$ cat src/rtl/fsm_pkg.sv
// rtl/fsm_pkg.sv - state encodings shared by the run/done controller and worker FSMs
package fsm_pkg;

    localparam int STATE_W = 2;

    // 2'b11 is deliberately unencoded; every FSM using this type recovers to S_IDLE from it.
    typedef enum logic [STATE_W-1:0] {
        S_IDLE = 2'b00,
        S_RUN  = 2'b01,
        S_DONE = 2'b10
    } state_t;

endpackage

$ cat src/rtl/fsm_run_counter.sv
// rtl/fsm_run_counter.sv - job cycle counter with terminal-count flag for the run worker
module fsm_run_counter #(
    parameter int CNT_WIDTH = 7
) (
    input  logic                 clk,
    input  logic                 reset_n,
    input  logic                 clr,
    input  logic                 en,
    input  logic [CNT_WIDTH-1:0] num,
    output logic [CNT_WIDTH-1:0] cnt,
    output logic                 is_last
);

    always_ff @(posedge clk or negedge reset_n) begin
        if (!reset_n) begin
            cnt <= '0;
        end else if (clr) begin
            cnt <= '0;
        end else if (en) begin
            cnt <= cnt + 1'b1;
        end
    end

    // Terminal compare fires before the counter could ever reach 2^CNT_WIDTH-1 and wrap.
    assign is_last = (cnt == (num - 1'b1));

endmodule

$ cat src/rtl/fsm_run_worker.sv
// rtl/fsm_run_worker.sv - run/done handshake responder: counts N cycles per start pulse, then pulses done
module fsm_run_worker
    import fsm_pkg::*;
#(
    parameter int CNT_WIDTH = 7
) (
    input  logic                 clk,
    input  logic                 reset_n,
    input  logic                 i_run,
    input  logic [CNT_WIDTH-1:0] i_num_cnt,
    output logic                 o_idle,
    output logic                 o_running,
    output logic                 o_done,
    output logic [CNT_WIDTH-1:0] o_cnt
);

    state_t                 c_state;
    state_t                 n_state;
    logic [CNT_WIDTH-1:0]   num_lat;
    logic                   load_num;
    logic                   cnt_clr;
    logic                   cnt_en;
    logic [CNT_WIDTH-1:0]   cnt;
    logic                   is_last;

    always_ff @(posedge clk or negedge reset_n) begin
        if (!reset_n) begin
            c_state <= S_IDLE;
        end else begin
            c_state <= n_state;
        end
    end

    // N is captured only on an accepted start, so later i_num_cnt changes are invisible to the job.
    always_ff @(posedge clk or negedge reset_n) begin
        if (!reset_n) begin
            num_lat <= '0;
        end else if (load_num) begin
            num_lat <= i_num_cnt;
        end
    end

    always_comb begin
        n_state  = c_state;
        load_num = 1'b0;
        cnt_clr  = 1'b0;
        cnt_en   = 1'b0;
        case (c_state)
            S_IDLE: begin
                if (i_run) begin
                    if (i_num_cnt != '0) begin
                        load_num = 1'b1;
                        cnt_clr  = 1'b1;
                        n_state  = S_RUN;
                    end else begin
                        // Zero-length job still answers with done so the initiator never stalls.
                        n_state = S_DONE;
                    end
                end
            end
            S_RUN: begin
                cnt_en = 1'b1;
                if (is_last) begin
                    cnt_clr = 1'b1;
                    n_state = S_DONE;
                end
            end
            S_DONE: begin
                n_state = S_IDLE;
            end
            default: begin
                n_state = S_IDLE;
            end
        endcase
    end

    fsm_run_counter #(
        .CNT_WIDTH (CNT_WIDTH)
    ) u_counter (
        .clk     (clk),
        .reset_n (reset_n),
        .clr     (cnt_clr),
        .en      (cnt_en),
        .num     (num_lat),
        .cnt     (cnt),
        .is_last (is_last)
    );

    assign o_idle    = (c_state == S_IDLE);
    assign o_running = (c_state == S_RUN);
    assign o_done    = (c_state == S_DONE);
    assign o_cnt     = o_running ? cnt : '0;

endmodule
$ cat config.mk
export PLATFORM = sky130hd
export DESIGN_NAME = fsm_run_worker
export DESIGN_NICKNAME = d
export VERILOG_FILES = /design/src/rtl/fsm_pkg.sv /design/src/rtl/fsm_run_counter.sv /design/src/rtl/fsm_run_worker.sv
export SDC_FILE = /design/constraint.sdc
export NUM_CORES = 1
export LEC_CHECK = 0
export BUFFER_PORTS_ARGS = -buffer_cell sky130_fd_sc_hd__buf_2
export CAP_MARGIN = 20
export CORE_MARGIN = 2
export CORE_UTILIZATION = 50
export CTS_BUF_LIST = sky130_fd_sc_hd__clkbuf_8
export CTS_CLUSTER_DIAMETER = 80
export DETAILED_ROUTE_END_ITERATION = 7
export GPL_TIMING_DRIVEN = 1
export PLACE_DENSITY = 0.77
export SLEW_MARGIN = 40
export SYNTH_ARGS = -nofsm -noshare
export SYNTH_HDL_FRONTEND = slang
export SYNTH_SLANG_ARGS = --single-unit
$ cat constraint.sdc
create_clock -name clk -period 1.9 [get_ports clk]
set_clock_uncertainty 0.1 [all_clocks]
set_input_delay 0.19 -clock clk [delete_from_list [all_inputs] [get_ports clk]]
set_output_delay 0.19 -clock clk [all_outputs]
set_load 0.02 [all_outputs]
* Word level (Yosys, flattened, before mapping)
Index checks and enable logic that the tools add are counted.
** Storage, ports and cells
- Bits in registers :: 16
- Bits of input ports :: 10
** Operators by class
- Add/sub/neg operators :: 2
- Equality and inequality tests :: 5
- Muxes and demuxes :: 13
- Reduce and logical (&&, ||, !) cells :: 4
** Operator list (number)
- 7-bit 2-to-1 mux :: 3
- 7-bit by 1-bit adder with 7-bit output (second input constant) :: 1
- 7-bit == test :: 1
- 7-bit nonzero test :: 1
- 7-bit by 1-bit subtractor with 7-bit output (second input constant) :: 1
- 2-bit 2-to-1 mux :: 3
- 1-bit 2-to-1 mux :: 5
- 2-bit case mux with 2 select lines :: 1
- 2-bit by 1-bit == test with 1-bit output (second input constant) :: 1
- 2-bit == test (second input constant) :: 1
- 2-bit zero test :: 1
- 2-bit by 1-bit inequality test with 1-bit output (second input constant) :: 1
- 2-bit inequality test (second input constant) :: 1
- 1-bit case mux with 2 select lines :: 1
- 2-bit AND reduction :: 1
- 2-bit nonzero test :: 1

* Logic depth before layout (Yosys ltp)
Gate-level depths: netlist of run 1.
- Word-level depth :: 5
- Depth in mapped cells :: 7
- Gate-level depth less buffers :: 7

* By module
From an unflattened synthesis of run 1, not the netlist that was laid out.
** Second synthesis, totals
- Cells, all modules :: 91
- Area, all modules :: 944.7 um^2
** By module, submodules not included
- fsm_run_counter :: times used 1, cells each 55, area each 510.5 um^2, sequential area each 175.2 um^2
- fsm_run_worker :: times used 1, cells each 36, area each 434.2 um^2, sequential area each 225.2 um^2

* Least setup slack after synthesis of run 1
No wires, ideal clock.
- Kind :: register to register
- Start :: register num_lat[0]
- End :: register u_counter.cnt[2]
- Data arrival time :: 1867 ps
- Required time :: 1651 ps
- Path slack :: -216 ps
- Cell stages (with the launch flop) :: 8
- Buffers on the path :: 0
- Period minus slack after synthesis :: 2116 ps
- Cells stage by stage :: dfrtp_1 > inv_1 > ha_1 > or3b_4 > nor4_1 > o2111ai_2 > nor4_4 > nor4_2
** On the way
- Longest elaborated chain between the ends :: 5
** Ends and longest elaborated chain
- start, declared :: RTL line fsm_run_worker.sv:19 : logic [CNT_WIDTH-1:0] num_lat;
- start signal, assigned :: RTL line fsm_run_worker.sv:39 : num_lat <= i_num_cnt;
- 7-bit by 1-bit subtractor with 7-bit output (*) :: RTL line fsm_run_counter.sv:25 : assign is_last = (cnt == (num - 1'b1));
- 7-bit == test (*) :: RTL line fsm_run_counter.sv:25
- 1-bit 2-to-1 mux (*) :: RTL line fsm_run_worker.sv:63 : if (is_last) begin
- 1-bit case mux with 2 select lines (*) :: RTL line fsm_run_worker.sv:48 : case (c_state)
- 7-bit 2-to-1 mux / 2-bit nonzero test (equally long branches)
- end signal, assigned :: RTL line fsm_run_counter.sv:20 : cnt <= cnt + 1'b1;
- end, declared :: RTL line fsm_run_counter.sv:10 : output logic [CNT_WIDTH-1:0] cnt,
Every way passes the cells marked *; elsewhere a longest branch is shown, timed or not.
A chain may end at the register's enable or synchronous reset.

* Worst setup path after layout of run 1
- Start :: register num_lat[0]
- End :: register u_counter.cnt[4]
Same word-level chain as after synthesis.

==> summary.md, run 1 <==
| Metric | Value |
|---|---|
| Power density normalized to cell area | 1730 nW/um2 |
| Async S/R FF share, synth | 1.00 |
| Post-detailed-placement half-perimeter wirelength | between 1.5 and 2 mm |
| Total iterations of the first detailed-routing run | 4 |
| Type of the tightest min-delay check | in2reg |
| Synthesized Nets | 108 |
| Count of non-filler cells in the finished layout | 154 |
| Fraction of the core area covered by cells at the end of the flow | 0.745 |
| Number of I/O pins | 20 |
| Final hold slack | 66.9 ps |
| Synth area leader | sky130_fd_sc_hd__dfrtp_1 |
| Clock period minus final worst setup slack | 2130 ps |
| Sort of element at the start of the critical path | flip-flop |
| Max Cap Violations | 0 |
| Worst-Skew Late Latency | 250 ps |
| Final layout net count | 142 |
| CTS tree | built |
| Combined area of all synthesized cells | between 900 and 1000 um2 |
| Overall die area | 2320 um2 |
| Pin count of the biggest net entering global routing | 18 |
| Gr ovfl total | 0 |
| Least-Margin Pin Slew | 514 ps |
| Area growth from synthesis to layout | 36.0% |
| Wire length of the first global-routing pass | 3.75 mm |
| Number of antenna violations at the first check in global routing | 0 |
| Clock root buffer | sky130_fd_sc_hd__clkbuf_8 |
| Count of antenna-violating nets left after detailed routing | 0 |
| Pwr Total | 2.30 mW |
| Register-to-Register Path Depth | 8 |
| RSZ-0062 raised after global routing | yes |
| Final number of hold-violating endpoints | 0 |
| All-layer global routing usage | 0.242 |
| Count of buffer and inverter cells on the critical path | 2 |
| Outcome | finished with violations |
| Number of instances in the synthesized netlist | 96 |
| Leakage power figure | roughly 0.56 nW |
| Cell repeated most along the worst path | sky130_fd_sc_hd__nor4_4 |
| Cell count of the worst hold path | 3 |
| Max-slew violation total from the final report | 0 |
| DP Worst Slack | -327 ps |
| Worst max-slew margin expressed relative to the limit | 0.656 |
| Cells after DPL | 148 |
| Post-Syn Area per Cell | 10.2 um2 |
| Sum Neg Setup Slack | -1740 ps |
| Max incr delay on CP | 400 ps |
| Fraction of layout instances using a drive strength above 1 | 0.434 |
| Total DRC errors in the routed layout | 0 |
| Slowest stage cell, crit path | sky130_fd_sc_hd__or3b_4 |
| Worst Path Arrival | about 2200 ps |
| Flip-flop and latch area | 400 um2 |
| Worst-case setup margin in the final layout | -234 ps |
| Number of flip-flops and latches in the synthesized netlist | 16 |
| Filler instances | roughly 130 |
| Final design instance area without fill | 1330 um2 |
| Drt first-iter violations | 11 |
| Vias in the first global route | 791 |
| Top cells by area in the synthesized netlist | sky130_fd_sc_hd__dfrtp_1, sky130_fd_sc_hd__xor2_1, sky130_fd_sc_hd__mux2_2, sky130_fd_sc_hd__and2_1, sky130_fd_sc_hd__xnor2_1 |
| Dpl cell area | 1200 um2 |
| Critical path type | reg2reg |
| Count of buffers from port buffering | 19 |
| Violated checks | setup timing |
| Number of synthesized flops with an enable pin | 0 |
| Period Utilization, post-route | 1.12 |
| Area of the multi-input gates | 638 um2 |
| Logic depth of the worst path, buffers included | 8 |
| Final weighted congestion of routability-driven global placement | 0.773 |
| Yosys warning total | 0 |
| Site Rows | 15 |
| DR vias/cell | 5.80 |
| Maximum VDD drop | slightly below 1 mV |
| Clock sinks | 16 |
| Number of buffers on the longest clock path | 2 |
| Setup violators final | 9 |
| Distinct cell type count after synthesis | 31 |
| Number of CTS-inserted buffers | 3 |
| Overall die height | 48.2 um |
| Largest fanout on the critical path | 5 |
| Sequential-to-total area share from yosys stat | 0.410 |
| Post-synth top flop | sky130_fd_sc_hd__dfrtp_1 |
| Required time of the worst setup path | 1920 ps |
| Clock Pin Slew Worst Setup and Hold Paths | 70 ps |
| Initial standard-cell utilization of the core | 0.547 |
| Wire length per cell | 16.0 um |
| Width of the chip | 48.2 um |
| Deepest level of the CTS H-tree | 1 |
| Maximum clock frequency | approximately 0.47 GHz |
| Antenna diode count | 0 |
| Dominant cell by count in the synthesized netlist | sky130_fd_sc_hd__dfrtp_1 |
| Final wirelength | 2.47 mm |
| Core footprint | 1780 um2 |
| Top cells by instance count after synthesis | sky130_fd_sc_hd__dfrtp_1, sky130_fd_sc_hd__and2_1, sky130_fd_sc_hd__xor2_1 |
| Kind of cell with the highest combined delay on the critical path | simple AND/OR/NAND/NOR gates |
| Number of vias in the routed layout | 893 |
| Share of Yosys cell area claimed by the top area cell type | 0.410 |
| Cell-by-cell trace of the critical path | inv_2, ha_4, or3b_4, nor4_4, o2111ai_4, nor4_4, buf_6, nor3_1 |
| Critical path capture point type | flip-flop |
[registers in the layout, summed over array words and instances, names as in the netlist]
name           flops
c_state            2
num_lat            7
u_counter.cnt      7
[path summary, 6_finish.rpt]
check | startpoint | end | slack, ps
max | num_lat[0] | u_counter.cnt[4] | -230
min | i_num_cnt[1] | num_lat[1] | 70
max reg2reg | num_lat[0] | u_counter.cnt[4] | -230
min reg2reg | num_lat[6] | num_lat[6] | 460
max in group asynchronous | reset_n | num_lat[6] | 1160
min in group asynchronous | reset_n | c_state[1] | 280
[worst reg2reg max path, cell delays in order, from the launching register on]
cell	delay (ps)
sky130_fd_sc_hd__dfrtp_1	390
sky130_fd_sc_hd__inv_2	80
sky130_fd_sc_hd__ha_4	130
sky130_fd_sc_hd__or3b_4	400
sky130_fd_sc_hd__nor4_4	190
sky130_fd_sc_hd__o2111ai_4	210
sky130_fd_sc_hd__nor4_4	290
sky130_fd_sc_hd__buf_6	160
sky130_fd_sc_hd__nor3_1	50
[cell type report]
class	instances	share of cell area
clock buffers	4	0.0415
inverters	3	0.00848
multi-input cells	75	0.481
flip-flops and latches	16	0.302
well taps	25	0.0236
repair buffers	31	0.144
[cells by family after synthesis]
group,count (synthesis),share of synthesized area
AO/OA/AOI/OAI,13,0.112
flip-flops,16,0.410
buffers and inverters,5,0.0192
multiplexers,5,0.0577
adder cells (fa/ha/maj),2,0.0256
XOR/XNOR,12,0.108
AND/OR/NAND/NOR,43,0.268
[cell usage in the layout, fill, tap and decap left out, types with 2 or more instances in the layout]
cell / synthesis / routed
sky130_fd_sc_hd__and2_1: 7 / 7
sky130_fd_sc_hd__nor2_1: 5 / 4
sky130_fd_sc_hd__buf_2: 0 / 19
sky130_fd_sc_hd__buf_4: 0 / 10
sky130_fd_sc_hd__mux2_2: 5 / 5
sky130_fd_sc_hd__nor3_1: 6 / 5
sky130_fd_sc_hd__nor4_4: 1 / 2
sky130_fd_sc_hd__inv_2: 0 / 3
sky130_fd_sc_hd__nand2_1: 6 / 6
sky130_fd_sc_hd__xnor2_1: 5 / 4
sky130_fd_sc_hd__xor2_1: 7 / 7
sky130_fd_sc_hd__nor4_1: 4 / 3
sky130_fd_sc_hd__o21ai_0: 3 / 3
sky130_fd_sc_hd__clkbuf_8: 0 / 4
sky130_fd_sc_hd__nand3_1: 5 / 5
sky130_fd_sc_hd__nand2b_1: 3 / 2
sky130_fd_sc_hd__dfrtp_1: 16 / 16
[routing by layer]
layer	up-vias	global-route usage	share of wire
li1	415	-	-
met1	436	0.312	0.43
met2	35	0.397	0.50
met3	7	0.0444	0.051
met4	0	0.0973	0.020
met5	-	0	0
[power by group]
part           internal, mW  total [mW]  switching (mW)  leakage, nW
combinational         0.602        1.33           0.728        0.333
clock                 0.184       0.310           0.126       0.0288
sequential            0.477       0.656           0.179        0.199
total                  1.26        2.30            1.03        0.561
[timing repair]
action                                  CTS  global route
gates resized for setup                   4             8
hold endpoints to repair                 16             0
hold buffers                              1             0
cloned                                    0             0
endpoints found under the setup margin    9            18
buffers inserted                          1             1
pin swaps                                 3             3
No activity file was read; power rests on OpenSTA's default activity.
==> run 2, diff against run 1 <==
CORE_ASPECT_RATIO = 0.9   (was default)
MAX_ROUTING_LAYER = met4   (was default)
PLACE_DENSITY = 0.74   (was 0.77)
clock period = 2.7 ns   (was 1.9 ns; I/O delays follow)
==> run 2 against run 1 <==
Net effect:
- the flow now finishes without violations
- global-route usage fell by 2.9 points
- via count fell by 10%
- design area decreased by 13%
- die area hardly changed
- clock power shrank 44%
- maximum frequency is 9.1% lower
- sequential cell count stayed put
- non-clock buffer count decreased by 10
- first-iteration DRC count grew 45%
- worst setup slack improved by 590 ps
==> summary.md, run 2 (synthesis results as in run 1) <==
| Metric | Value |
|---|---|
| Outcome | finished clean |
| Vias in the first global route | 790 (-0.13%) |
| Max-slew violation total from the final report | 0 (unchanged) |
| Final wirelength | 2.10 mm (-15%) |
| Maximum clock frequency | 0.426 GHz (-9.1%) |
| Reg-to-reg startpoint | num_lat[0] |
| Critical path capture point type | flip-flop |
| Overall die height | 45.9 um (-4.7%) |
| Met3 Routed Length | 69 um (-45%) |
| Hold path endpoint | num_lat[1] |
| Post-detailed-placement half-perimeter wirelength | 1.57 mm (-11%) |
| Number of I/O pins | 20 (unchanged) |
| Leakage power figure | 0.497 nW (-11%) |
| Maximum VDD drop | 0.541 mV (-45%) |
| Width of the chip | 50.6 um (+5.0%) |
| DR vias/cell | 5.62 (-3.0%) |
| Area of the multi-input gates | 557 um2 (-13%) |
| Number of CTS-inserted buffers | 3 (unchanged) |
| Antenna diode count | 0 (unchanged) |
| Worst reg-to-reg setup slack | 350 ps (+590 ps) |
| Routed met1 length | 1.02 mm (-3.4%) |
| Least-Margin Pin Slew | 755 ps (+241 ps) |
| Largest registers | num_lat (7), u_counter.cnt (7), c_state (2) |
| RSZ-0062 raised after global routing | no |
| Total iterations of the first detailed-routing run | 4 (unchanged) |
| Clock Pin Slew Worst Setup and Hold Paths | 60 ps (about the same) |
| Drt first-iter violations | 16 (+5) |
| Worst-Skew Late Latency | 240 ps (about the same) |
| Final design instance area without fill | 1150 um2 (-13%) |
| Filler instances | 165 (+28%) |
| Gr ovfl total | 0 (unchanged) |
| Final hold slack | 152 ps (+84.8 ps) |
| Critical path type | reg2reg |
| Total DRC errors in the routed layout | 0 (unchanged) |
| Count of buffers from port buffering | 19 (unchanged) |
| Overall die area | 2320 um2 (about the same) |
| Power density normalized to cell area | 1160 nW/um2 (-33%) |
| Clock root buffer | sky130_fd_sc_hd__clkbuf_8 |
| Final layout net count | 132 (-7.0%) |
| Pin count of the biggest net entering global routing | 17 (-1) |
| Register-to-Register Path Depth | 7 (-1) |
| Initial standard-cell utilization of the core | 0.520 (-0.0274) |
| Total met2 wirelength after detailed routing | 1.00 mm (-19%) |
| Clock sinks | 16 (unchanged) |
| Max Cap Violations | 0 (unchanged) |
| Core footprint | 1880 um2 (+5.3%) |
| Cell count of the worst hold path | 3 (unchanged) |
| Flip-flop and latch area | 400 um2 (unchanged) |
| Number of vias in the routed layout | 804 (-10%) |
| Site Rows | 15 (unchanged) |
| Worst Path Arrival | 2340 ps (+190 ps) |
| Worst max-slew margin expressed relative to the limit | 0.496 (-0.160) |
| Hold wc startpoint | i_num_cnt[1] |
| Commonest non-fill, non-tap cell in the layout | sky130_fd_sc_hd__buf_2 |
| Type of the tightest min-delay check | in2reg |
| Sum Neg Setup Slack | 0 ps (+1740 ps) |
| Post-CTS Setup Bufs | 0 (-1) |
| Sort of element at the start of the critical path | flip-flop |
| DP Worst Slack | 359 ps (+686 ps) |
| Leading cell types in the layout, fill and taps excluded | sky130_fd_sc_hd__buf_2, sky130_fd_sc_hd__dfrtp_1, sky130_fd_sc_hd__and2_1, sky130_fd_sc_hd__xor2_1 |
| Resized Gates After CTS | 0 (-4) |
| Area growth from synthesis to layout | 18.2% |
| Uppermost metal layer occupied by signal nets | met4 |
| Period Utilization, post-route | 0.869 (-0.254) |
| Fraction of layout instances using a drive strength above 1 | 0.288 (-0.146) |
| Worst-case setup margin in the final layout | 354 ps (+587 ps) |
| Largest fanout on the critical path | 5 (unchanged) |
| CTS tree | built |
| Setup violators final | 0 (-9) |
| Dpl cell area | 1100 um2 (-8.3%) |
| Required time of the worst setup path | 2690 ps (+770 ps) |
| All-layer global routing usage | 0.213 (-0.0286) |
| Number of buffers on the longest clock path | 2 (unchanged) |
| Final weighted congestion of routability-driven global placement | 0.807 (+4.5%) |
| Clock period minus final worst setup slack | 2350 ps (+213 ps) |
| Deepest level of the CTS H-tree | 1 (unchanged) |
| Wire length of the first global-routing pass | 3.53 mm (-5.7%) |
| Endpoint of the worst-slack reg-to-reg timing path | u_counter.cnt[4] |
| Wire length per cell | 14.7 um (-8.2%) |
| Number of antenna violations at the first check in global routing | 0 (unchanged) |
| Final number of hold-violating endpoints | 0 (unchanged) |
| Count of antenna-violating nets left after detailed routing | 0 (unchanged) |
-- run 2: final cells by class --
class / instances / area share
repair buffers: 21 / 0.0976
clock buffers: 3 / 0.0358
inverters: 3 / 0.00976
well taps: 25 / 0.0271
multi-input cells: 75 / 0.483
flip-flops and latches: 16 / 0.347
-- run 2: where the power goes --
part | switching [mW] | total (mW) | internal, mW
logic | 0.396 | 0.694 | 0.298
registers | 0.132 | 0.468 | 0.336
clock network | 0.0763 | 0.175 | 0.0987
-- run 2: worst max path at each step --
stage,start,to,cells past startpoint
floorplan,num_lat[0],u_counter.cnt[2],7
global placement,num_lat[0],u_counter.cnt[3],7
detailed placement,num_lat[0],u_counter.cnt[4],7
CTS,num_lat[0],u_counter.cnt[4],7
global route,num_lat[0],u_counter.cnt[4],7
finish,num_lat[0],u_counter.cnt[4],7
-- run 2: through the flow --
step / instances / util / total power, mW
2_1_floorplan: 96 / - / 0.980
3_3_place_gp: 139 / 0.587 / 1.13
3_5_place_dp: 139 / 0.587 / 1.15
4_1_cts: 143 / 0.615 / 1.34
5_1_grt: 143 / 0.615 / 1.43
6_report: 143 / 0.615 / 1.34
-- run 2: layer usage --
layer  vias to the layer above  GRT usage
met2                        13      0.337
met5                         -          -
li1                        393          -
met1                       396      0.282
met4                         0     0.0811
met3                         2     0.0296
-- run 2: timing repair --
| action | in CTS | in global routing |
|---|---|---|
| setup endpoints to repair | 0 | 0 |
| hold buffers | 1 | 0 |
| hold endpoints to repair | 16 | 0 |
-- run 2: critical path, cell delays in order, from the launching register on --
cell and delay, ps:
sky130_fd_sc_hd__dfrtp_1 420, sky130_fd_sc_hd__inv_1 90, sky130_fd_sc_hd__ha_1 200, sky130_fd_sc_hd__or3b_4 400, sky130_fd_sc_hd__nor4_1 240, sky130_fd_sc_hd__o2111ai_2 230
sky130_fd_sc_hd__nor4_4 400, sky130_fd_sc_hd__nor3_1 110
==> run 3, diff against run 2 <==
ABC_AREA = 1   (was default)
CORE_MARGIN = default   (was 2)
CORE_UTILIZATION = 45   (was 50)
PLACE_DENSITY = 0.67   (was 0.74)
==> run 3 against run 2 <==
Net effect:
- sequential cell count unchanged
- synthesized cell count up 57%
- via count up 21%
- largest cell class unchanged
- critical path type unchanged
- hold slack better by 46 ps
==> summary.md, run 3 <==
| Metric | Value |
|---|---|
| Main combinational cell family by area after synthesis | simple AND/OR/NAND/NOR gates |
| Maximum clock frequency | 0.523 GHz (+23%) |
| Kind of cell with the highest combined delay on the critical path | simple AND/OR/NAND/NOR gates |
| Post-detailed-placement half-perimeter wirelength | 1.80 mm (+15%) |
| Slowest stage cell, crit path | sky130_fd_sc_hd__dfrtp_1 |
| Post-synthesis compound-gate area fraction | 0.0365 (-0.0750) |
| Cell-by-cell trace of the critical path | inv_1, ha_1, nand2_1, nor2_1, nand3_1, nand2_1, inv_1, nor2_1, nand3_1, nand2_2, nor2_1 |
| Met3 Routed Length | 133 um (+93%) |
| Cell repeated most along the worst path | sky130_fd_sc_hd__nor2_1 |
| Top cells by instance count after synthesis | sky130_fd_sc_hd__nand2_1, sky130_fd_sc_hd__inv_1, sky130_fd_sc_hd__nor2_1 |
| Number of flip-flops and latches in the synthesized netlist | 16 (unchanged) |
| Setup violators final | 0 (unchanged) |
| Uppermost metal layer occupied by signal nets | met4 |
| Max incr delay on CP | 390 ps (-30 ps) |
| Outcome | finished clean |
| Reg-to-reg startpoint | num_lat[0] |
| Final layout net count | 186 (+41%) |
| Xor and xnor area share after synthesis | 0.0597 (-0.0480) |
| Leading cell types in the layout, fill and taps excluded | sky130_fd_sc_hd__nand2_1, sky130_fd_sc_hd__inv_1, sky130_fd_sc_hd__nor2_1 |
| Routed met1 length | 1.14 mm (+12%) |
| Count of non-filler cells in the finished layout | 199 (+39%) |
| Maximum VDD drop | 0.488 mV (-9.8%) |
| Top cells by area in the synthesized netlist | sky130_fd_sc_hd__dfrtp_1, sky130_fd_sc_hd__nand2_1, sky130_fd_sc_hd__inv_1, sky130_fd_sc_hd__nor2_1, sky130_fd_sc_hd__nand3_1 |
| Leakage power figure | 0.674 nW (+35%) |
| Number of synthesized flops with an enable pin | 0 (unchanged) |
| Count of buffer and inverter cells on the critical path | 2 (+1) |
| Net Switching | 0.658 mW (+8.8%) |
| Count of antenna-violating nets left after detailed routing | 0 (unchanged) |
| Overall die height | 47.3 um (+3.1%) |
| Simple-gate portion of the synthesized area | 0.368 (+0.0999) |
| Combined area of all synthesized cells | 1030 um2 (+5.3%) |
| Cell internal pwr | 0.696 mW (-5.0%) |
| Required time of the worst setup path | 2740 ps (+50 ps) |
| Post-CTS Setup Bufs | 0 (unchanged) |
| Final design instance area without fill | 1190 um2 (+3.3%) |
| Initial standard-cell utilization of the core | 0.475 (-0.0449) |
| Resized Gates After CTS | 0 (unchanged) |
| Number of vias in the routed layout | 975 (+21%) |
| Vias in the first global route | 879 (+11%) |
| Sort of element at the start of the critical path | flip-flop |
| Gr ovfl total | 0 (unchanged) |
| Period Utilization, post-route | 0.708 (-0.161) |
| Commonest non-fill, non-tap cell in the layout | sky130_fd_sc_hd__nand2_1 |
| Sequential-to-total area share from yosys stat | 0.390 (-0.0205) |
| Clock sinks | 16 (unchanged) |
| Cell count of the worst hold path | 3 (unchanged) |
| Async S/R FF share, synth | 1.00 (unchanged) |
| Core footprint | 2160 um2 (+15%) |
| Post-Syn Area per Cell | 6.80 um2 (-33%) |
| Hold path endpoint | num_lat[6] |
| Total met2 wirelength after detailed routing | 1.10 mm (+9.3%) |
| Wire length per cell | 12.1 um (-18%) |
| Antenna diode count | 0 (unchanged) |
| Overall die area | 2480 um2 (+6.7%) |
| Worst-Skew Late Latency | 250 ps (about the same) |
| Synthesized Nets | 163 (+51%) |
| All-layer global routing usage | 0.239 (+0.0257) |
| Total DRC errors in the routed layout | 0 (unchanged) |
| Total iterations of the first detailed-routing run | 4 (unchanged) |
| Endpoint of the worst-slack reg-to-reg timing path | u_counter.cnt[5] |
| Critical path type | reg2reg |
| DP Worst Slack | 809 ps (+450 ps) |
| Critical path capture point type | flip-flop |
| Number of instances in the synthesized netlist | 151 (+57%) |
| Number of CTS-inserted buffers | 3 (unchanged) |
| Sum Neg Setup Slack | 0 ps (unchanged) |
| Net switching share of the total power | 0.486 (+0.0339) |
| Worst max-slew margin expressed relative to the limit | 0.745 (+0.248) |
| Deepest level of the CTS H-tree | 1 (unchanged) |
| Largest fanout on the critical path | 7 (+2) |
| Synth area leader | sky130_fd_sc_hd__dfrtp_1 |
| Clock root buffer | sky130_fd_sc_hd__clkbuf_8 |
| Type of the tightest min-delay check | in2reg |
| Number of buffers on the longest clock path | 2 (unchanged) |
| Dpl cell area | 1140 um2 (+3.4%) |
| Wire length of the first global-routing pass | 4.04 mm (+14%) |
| Cells after DPL | 195 (+40%) |
| Share of Yosys cell area claimed by the top area cell type | 0.390 (-0.0205) |
| Post-CTS Hold Fix Bufs | 1 (unchanged) |
| Area growth from synthesis to layout | 16.0% |
| CTS tree | built |
| Distinct cell type count after synthesis | 20 (-35%) |
| Register-to-Register Path Depth | 11 (+4) |
| Fraction of layout instances using a drive strength above 1 | 0.163 (-0.125) |
| Worst-case setup margin in the final layout | 789 ps (+435 ps) |
| Max Cap Violations | 0 (unchanged) |
| Site Rows | 16 (+1) |
| Adder-Cell Fraction of Synth Area | 0.0244 (-0.00128) |
| Hold wc startpoint | i_num_cnt[6] |
| Final weighted congestion of routability-driven global placement | 0.885 (+9.6%) |
| Yosys warning total | 0 (unchanged) |
| Drt first-iter violations | 35 (+19) |
| Post-synthesis mux area share | 0 (-0.0577) |
| Dominant cell by count in the synthesized netlist | sky130_fd_sc_hd__nand2_1 |
| Worst reg-to-reg setup slack | 790 ps (+440 ps) |
| Largest registers | num_lat (7), u_counter.cnt (7), c_state (2) |
| Post-synth top flop | sky130_fd_sc_hd__dfrtp_1 |
| Final wirelength | 2.41 mm (+15%) |
| Number of antenna violations at the first check in global routing | 0 (unchanged) |
| Number of I/O pins | 20 (unchanged) |
| Clock share of power | 0.133 (+0.002) |
| Power density normalized to cell area | 1140 nW/um2 (-2.0%) |
| Final number of hold-violating endpoints | 0 (unchanged) |
| Least-Margin Pin Slew | 383 ps (-372 ps) |
| Pin count of the biggest net entering global routing | 17 (unchanged) |
| Part of the total power dissipated in sequential elements | 0.328 (-0.022) |
| Width of the chip | 52.4 um (+3.5%) |
| Share of power burned in combinational logic | 0.539 (+0.020) |
| Final hold slack | 198 ps (+46.5 ps) |
| DR vias/cell | 4.90 (-13%) |
| Count of buffers from port buffering | 19 (unchanged) |
| RSZ-0062 raised after global routing | no |
| Worst Path Arrival | 1950 ps (-390 ps) |
| Max-slew violation total from the final report | 0 (unchanged) |
| Clock Pin Slew Worst Setup and Hold Paths | 70 ps (about the same) |
| Clock period minus final worst setup slack | 1910 ps (-435 ps) |
-- run 3: worst reg2reg max path, delay by kind of cell (launching register included) --
| kind | cells | cell delay [ps] |
|---|---|---|
| buf+inv | 2 | 150 |
| simple gates | 8 | 950 |
| flops | 1 | 390 |
| fa+ha+maj | 1 | 220 |
-- run 3: how the worst max path moves through the flow --
stage / start / to / slack (ps) / cells past startpoint
floorplan: num_lat[0] / u_counter.cnt[3] / 1110 / 11
global placement: num_lat[0] / u_counter.cnt[2] / 850 / 11
detailed placement: num_lat[0] / u_counter.cnt[5] / 810 / 11
CTS: num_lat[0] / u_counter.cnt[5] / 810 / 11
global route: num_lat[0] / u_counter.cnt[3] / 580 / 11
finish: num_lat[0] / u_counter.cnt[5] / 790 / 11
-- run 3: stage by stage --
| stage | power (mW) | util |
|---|---|---|
| 2_1_floorplan | 0.991 | - |
| 3_3_place_gp | 1.15 | 0.527 |
| 3_5_place_dp | 1.17 | 0.527 |
| 4_1_cts | 1.35 | 0.551 |
| 5_1_grt | 1.49 | 0.551 |
| 6_report | 1.35 | 0.551 |
-- run 3: routing by layer --
metal  GRT usage  up-vias
met2       0.344       27
met4       0.116        0
met3      0.0324        4
met5           -        -
met1       0.330      448
li1            -      496
-- run 3: kinds of logic (layout without fill, tap and decap cells) --
family,after synthesis,after routing
xor+xnor,7,7
simple gates,88,88
compound gates,7,7
fa+ha+maj,2,2
flops,16,16
buf+inv,31,52
-- run 3: cell type report --
cell class                      count  area, um2
Clock buffer                        3       41.3
Timing Repair Buffer               20        105
Tap cell                           27       33.8
Inverter                           29        109
Fill cell                         222        971
Multi-Input combinational cell    104        502
Sequential cell                    16        400
-- run 3: power groups by stage --
stage          sequential [mW]  combinational (mW)  clock [mW]
4_1_cts                  0.442               0.729       0.180
2_1_floorplan            0.412               0.579           0
3_5_place_dp             0.445               0.723           0
6_report                 0.444               0.729       0.181
3_3_place_gp             0.445               0.710           0
5_1_grt                  0.456               0.843       0.193
